$ cat config.mk
export PLATFORM = sky130hd
export DESIGN_NAME = cmp_bist_driver
export DESIGN_NICKNAME = d
export VERILOG_FILES = /design/src/rtl/cmp_bist_driver.sv
export SDC_FILE = /design/constraint.sdc
export NUM_CORES = 1
export LEC_CHECK = 0
export ABC_CLOCK_PERIOD_IN_PS = 6200
export BUFFER_PORTS_ARGS = -buffer_cell sky130_fd_sc_hd__buf_4
export CORE_MARGIN = 3
export CORE_UTILIZATION = 35
export CTS_CLUSTER_DIAMETER = 30
export CTS_CLUSTER_SIZE = 20
export DETAILED_ROUTE_END_ITERATION = 8
export GPL_TIMING_DRIVEN = 0
export PLACE_DENSITY = 0.6
export SYNTH_ARGS = -nofsm -noshare
export SYNTH_HDL_FRONTEND = slang
export SYNTH_SLANG_ARGS = --single-unit
export TNS_END_PERCENT = 100
$ cat constraint.sdc
create_clock -name clk -period 6.2 [get_ports clk]
set_input_delay 0.31 -clock clk [delete_from_list [all_inputs] [get_ports clk]]
set_output_delay 0.31 -clock clk [all_outputs]
set_load 0.1 [all_outputs]
$ cat src/rtl/cmp_bist_driver.sv
// Self-test initiator for the WIDTH-bit magnitude comparator: sweeps all operand pairs,
// checks eq/gt/lt against a golden result and records the error count and first failing pair.
module cmp_bist_driver #(
  parameter int unsigned WIDTH         = 4,
  parameter int unsigned SETTLE        = 1,
  parameter int unsigned CHECK_DISABLE = 1
) (
  input  logic               clk,
  input  logic               rst,
  input  logic               start,
  output logic [WIDTH-1:0]   cmp_a,
  output logic [WIDTH-1:0]   cmp_b,
  output logic               cmp_en,
  input  logic               cmp_eq,
  input  logic               cmp_gt,
  input  logic               cmp_lt,
  output logic               busy,
  output logic               done,
  output logic               pass,
  output logic [2*WIDTH:0]   err_count,
  output logic               fail_valid,
  output logic [WIDTH-1:0]   fail_a,
  output logic [WIDTH-1:0]   fail_b
);

  localparam int unsigned EW = 2 * WIDTH + 1;
  localparam int unsigned CW = (SETTLE > 1) ? $clog2(SETTLE) : 1;
  localparam logic [CW-1:0] WaitLast = CW'((SETTLE > 0) ? SETTLE - 1 : 0);
  localparam logic [EW-1:0] ErrMax = '1;

  typedef enum logic [2:0] {StIdle, StDrive, StWait, StCheck, StDone} state_e;

  state_e            state_q, state_d;
  logic [WIDTH-1:0]  a_q, a_d, b_q, b_d;
  logic              en_q, en_d;
  logic [CW-1:0]     cnt_q, cnt_d;
  logic              busy_q, busy_d, done_q, done_d, pass_q, pass_d;
  logic [EW-1:0]     err_q, err_d, err_now;
  logic              fv_q, fv_d;
  logic [WIDTH-1:0]  fa_q, fa_d, fb_q, fb_d;
  logic [2:0]        golden;
  logic              mismatch;
  logic              last_pair;

  always_ff @(posedge clk or posedge rst) begin
    if (rst) begin
      state_q <= StIdle;
      a_q     <= '0;
      b_q     <= '0;
      en_q    <= 1'b0;
      cnt_q   <= '0;
      busy_q  <= 1'b0;
      done_q  <= 1'b0;
      pass_q  <= 1'b0;
      err_q   <= '0;
      fv_q    <= 1'b0;
      fa_q    <= '0;
      fb_q    <= '0;
    end else begin
      state_q <= state_d;
      a_q     <= a_d;
      b_q     <= b_d;
      en_q    <= en_d;
      cnt_q   <= cnt_d;
      busy_q  <= busy_d;
      done_q  <= done_d;
      pass_q  <= pass_d;
      err_q   <= err_d;
      fv_q    <= fv_d;
      fa_q    <= fa_d;
      fb_q    <= fb_d;
    end
  end

  // Flags ordered {eq, gt, lt}; a disabled comparator must hold all three low.
  assign golden    = en_q ? {a_q == b_q, a_q > b_q, a_q < b_q} : 3'b000;
  assign mismatch  = ({cmp_eq, cmp_gt, cmp_lt} != golden);
  assign last_pair = (&a_q) && (&b_q);
  assign err_now   = !mismatch ? err_q : ((err_q == ErrMax) ? err_q : err_q + 1'b1);

  always_comb begin
    state_d = state_q;
    a_d     = a_q;
    b_d     = b_q;
    en_d    = en_q;
    cnt_d   = cnt_q;
    busy_d  = busy_q;
    done_d  = done_q;
    pass_d  = pass_q;
    err_d   = err_q;
    fv_d    = fv_q;
    fa_d    = fa_q;
    fb_d    = fb_q;
    unique case (state_q)
      StIdle, StDone: begin
        if (start) begin
          a_d     = '0;
          b_d     = '0;
          en_d    = 1'b1;
          err_d   = '0;
          fv_d    = 1'b0;
          fa_d    = '0;
          fb_d    = '0;
          done_d  = 1'b0;
          pass_d  = 1'b0;
          busy_d  = 1'b1;
          state_d = StDrive;
        end
      end
      StDrive: begin
        cnt_d   = '0;
        state_d = (SETTLE > 0) ? StWait : StCheck;
      end
      StWait: begin
        if (cnt_q == WaitLast) state_d = StCheck;
        else cnt_d = cnt_q + 1'b1;
      end
      StCheck: begin
        err_d = err_now;
        if (mismatch && !fv_q) begin
          fv_d = 1'b1;
          fa_d = a_q;
          fb_d = b_q;
        end
        // The disable vector (en=0) is always the last one when present.
        if (!en_q || (last_pair && (CHECK_DISABLE == 0))) begin
          en_d    = 1'b0;
          busy_d  = 1'b0;
          done_d  = 1'b1;
          pass_d  = (err_now == '0);
          state_d = StDone;
        end else if (last_pair) begin
          a_d     = '0;
          b_d     = '0;
          en_d    = 1'b0;
          state_d = StDrive;
        end else begin
          b_d = b_q + 1'b1;
          if (&b_q) a_d = a_q + 1'b1;
          state_d = StDrive;
        end
      end
      default: state_d = StIdle;
    endcase
  end

  assign cmp_a      = a_q;
  assign cmp_b      = b_q;
  assign cmp_en     = en_q;
  assign busy       = busy_q;
  assign done       = done_q;
  assign pass       = pass_q;
  assign err_count  = err_q;
  assign fail_valid = fv_q;
  assign fail_a     = fa_q;
  assign fail_b     = fb_q;

endmodule

==> key figures <==
STA
  • Worst Skew: 0.008285 ns
  • Pins Over Slew Limit: 0
  • Worst Tran Pin Value: 0.5643 ns
  • Final Cycle Share: 44.01%
  • RSZ-0062 raised after global routing: false
  • Hold Fails Final Rpt: 0
  • Min Hold Slack: around 0.0055 ns
  • Final setup TNS: 0 ns
  • Peak Freq: roughly 370 MHz
  • Worst Slack Setup Final: 3.471 ns
  • Final setup viols: 0
  • Rel. slew slack: 62.15%
  • Final critical-path required period: 2.729 ns

Final layout
  • Area grow syn2layout: 27.28%
  • Final non-filler cell total: 323
  • Layout cell share with drive strength beyond 1: between 20% and 30%
  • Nets: 265
  • Fill cell count: around 540
  • Multi-input logic area: 969.7 sq um
  • Most frequent cells in the layout: buf_4, nand2_1, dfrtp_1
  • Diodes inserted: 0
  • Most common cell after layout, fill and taps aside: buf_4
  • Storage cell area: around 830 sq um

Yosys
  • Mapped Avg Cell Area: approximately 9 sq um
  • Sequential-to-total area share from yosys stat: 44.03%
  • Syn Inst Count: about 210
  • Net Count, Synth: 222
  • EDFF count, synth: 0
  • Number of library cell types mapped by synthesis: 45
  • Synth async-reset ratio: 100.0%
  • Cell Area, Synth: 1876 sq um
  • Top_reg_cell synth: dfrtp_1
  • Ys Warns: 0
  • Post-synthesis register bit count: 33

Global routing
  • Largest net degree at the start of global routing: 34
  • Total track usage: 15.31%
  • Initial antenna violation count: 0
  • Global Route met1 Usage: about a fifth
  • Global-route wire length before repair: 7617 um
  • Vias in the first global route: 1626
  • GR met3 Demand/Resource: about 3.3%
  • Total congestion overflow: 0
  • Global route hottest layer: met2
  • Met2 usage: 24.41%

Floorplanning
  • Die extent in y: 79.21 um
  • Chip width: 79.21 um
  • DIE AREA: about 6300 sq um
  • Core area: 5140 sq um
  • Site row count: 26
  • IO Count: 36
  • Initial Utilization: 36.49%

Power
  • Sequential Power Share: 26.9%
  • Clock share of power: about 20%
  • PnR Total Power: 0.001218 W
  • Worst vdd ir: 0.0002820 V
  • Combinational power share: 53.2%
  • Sw Ratio: 51.36%
  • Power per cell area: 510.1 nW/um^2
  • P_int: 0.0005923 W
  • Switching power: 0.0006254 W
  • Lkg Pwr: 1.118 nW

Drt
  • Final wirelength: 4337 um
  • Detailed Route Iter0 Violations: 79
  • DR vias/cell: 5.108
  • Drt pass-1 iters: 4
  • ANT nets after route: 0
  • Wire per inst: 13.43 um
  • DRC viols: 0
  • Vias: between 1500 and 2000

Clock tree
  • Post-CTS Setup Bufs: 0
  • Total of cells resized after clock tree synthesis: 0
  • Cts bufs inserted: 5
  • Worst skew pair latency: 0.29 ns
  • CTS Hold Bufs: 0
  • H-tree depth: 2
  • CTS Root Cell: clkbuf_8
  • CTS tree: built
  • Clk sinks: 33
  • CTS clock-pin slew for the worst setup and hold paths: 0.07 ns
  • Clock buffer depth: 2

Worst setup path
  • Worst-path cell chain: inv_1 > ha_1 > a211o_1 > a21oi_1 > nor4b_2 > nor4_2 > nor3b_4 > buf_6 > nand2_1 > o21ai_0
  • Worst Setup Start Kind: flop
  • WS Path Type: flop to flop
  • CP max stage delay: 0.46 ns
  • Critical Path RT: ~6.4 ns
  • Endpoint type of the worst setup path: flop
  • CP Max Fanout: 10
  • Arr. time, crit path: between 2 and 3 ns
  • Slowest cell on crit path: nor4_2
  • Register-to-register setup slack: 3.47 ns

Placement
  • Pre-CTS WS: ~3.5 ns
  • IO buf count: 35
  • HPWL after DPL: 3167 um
  • Post-Place Cells: 314
  • Gpl congestion: ~0.8

Worst hold path
  • Hold crit path type: input pin to async pin

Run status
  • Status: finished, final reports clean

Job
  • Max-cap violations: 0
==> worst max-delay path, delay by kind of cell (launching register included) <==
family,cells,cell delay (ns)
flops,1,0.45
simple gates,4,1.01
fa+ha+maj,1,0.34
compound gates,3,0.54
buf+inv,2,0.29
==> path summary, 6_finish.rpt <==
kind | start | to | cells after the start
worst max-delay path | cmp_b[2] | fail_b[1] | 10
worst min-delay path | rst | fail_b[3] | 2
worst max register to register | cmp_b[2] | fail_b[1] | 10
worst min register to register | state_q[2] | state_q[1] | 1
max in group asynchronous | rst | err_count[6] | 3
min in group clk | start | state_q[2] | 2
==> Yosys cell counts (3+ instances only) <==
master | instances | share of area [%]
dfrtp_1 | 33 | 44
nand2_1 | 33 | 6.6
o21ai_0 | 20 | 5.3
nor2_1 | 19 | 3.8
nand3_1 | 11 | 2.9
inv_1 | 9 | 1.8
a31oi_1 | 8 | 2.7
and3_1 | 8 | 2.7
ha_1 | 7 | 4.7
clkbuf_1 | 5 | 1.0
a21oi_1 | 4 | 1.1
and2_1 | 4 | 1.3
xnor2_1 | 4 | 1.9
mux2i_1 | 3 | 1.6
nand4_1 | 3 | 1.0
==> layer usage <==
metal	up-vias	wire length [um]
met4	0	49
met5	-	0
met2	42	1926
met1	772	2139
met3	5	221
li1	831	-
==> registers in the layout, summed over array words and instances (netlist names) <==
| signal | flops |
|---|---|
| cmp_a | 4 |
| err_count | 9 |
| pass | 1 |
| done | 1 |
| fail_b | 4 |
| fail_a | 4 |
| cmp_en | 1 |
| state_q | 3 |
| fail_valid | 1 |
| busy | 1 |
| cmp_b | 4 |
==> cells by family (layout without fill, tap and decap cells) <==
| group | Yosys count | in the layout | share of synthesized area [%] |
|---|---|---|---|
| flops | 33 | 33 | 44.03 |
| xor+xnor | 5 | 5 | 2.335 |
| simple gates | 96 | 96 | 27.15 |
| compound gates | 48 | 48 | 15.94 |
| mux | 3 | 3 | 1.601 |
| fa+ha+maj | 7 | 7 | 4.670 |
| buf+inv | 17 | 61 | 4.269 |
==> power by group through the flow <==
stage,Sequential (W),Clock [W],Combinational (W)
5_1_grt,0.000337,0.000259,0.000696
3_5_place_dp,0.000331,0,0.000648
6_report,0.000328,0.000242,0.000647
2_1_floorplan,0.000595,0,0.000239
3_3_place_gp,0.000331,0,0.000644
4_1_cts,0.000328,0.000247,0.000649
==> area by class of cell <==
class / instances / share of cell area [%]
plain buffers: 8 / 1.939
clock buffers: 5 / 2.883
flip-flops and latches: 33 / 34.59
multi-input cells: 159 / 40.62
inverters: 9 / 1.415
clock inverters: 3 / 2.725
repair buffers: 36 / 12.16
well taps: 70 / 3.669
==> per-stage QoR <==
step | utilization (%) | instance area (sq um)
floorplan | - | 1876
global placement | 43.31 | 2226
detailed placement | 43.31 | 2226
CTS | 45.91 | 2360
global route | 46.45 | 2387
finish | 46.45 | 2387
Power figures use the tool's default switching activity.
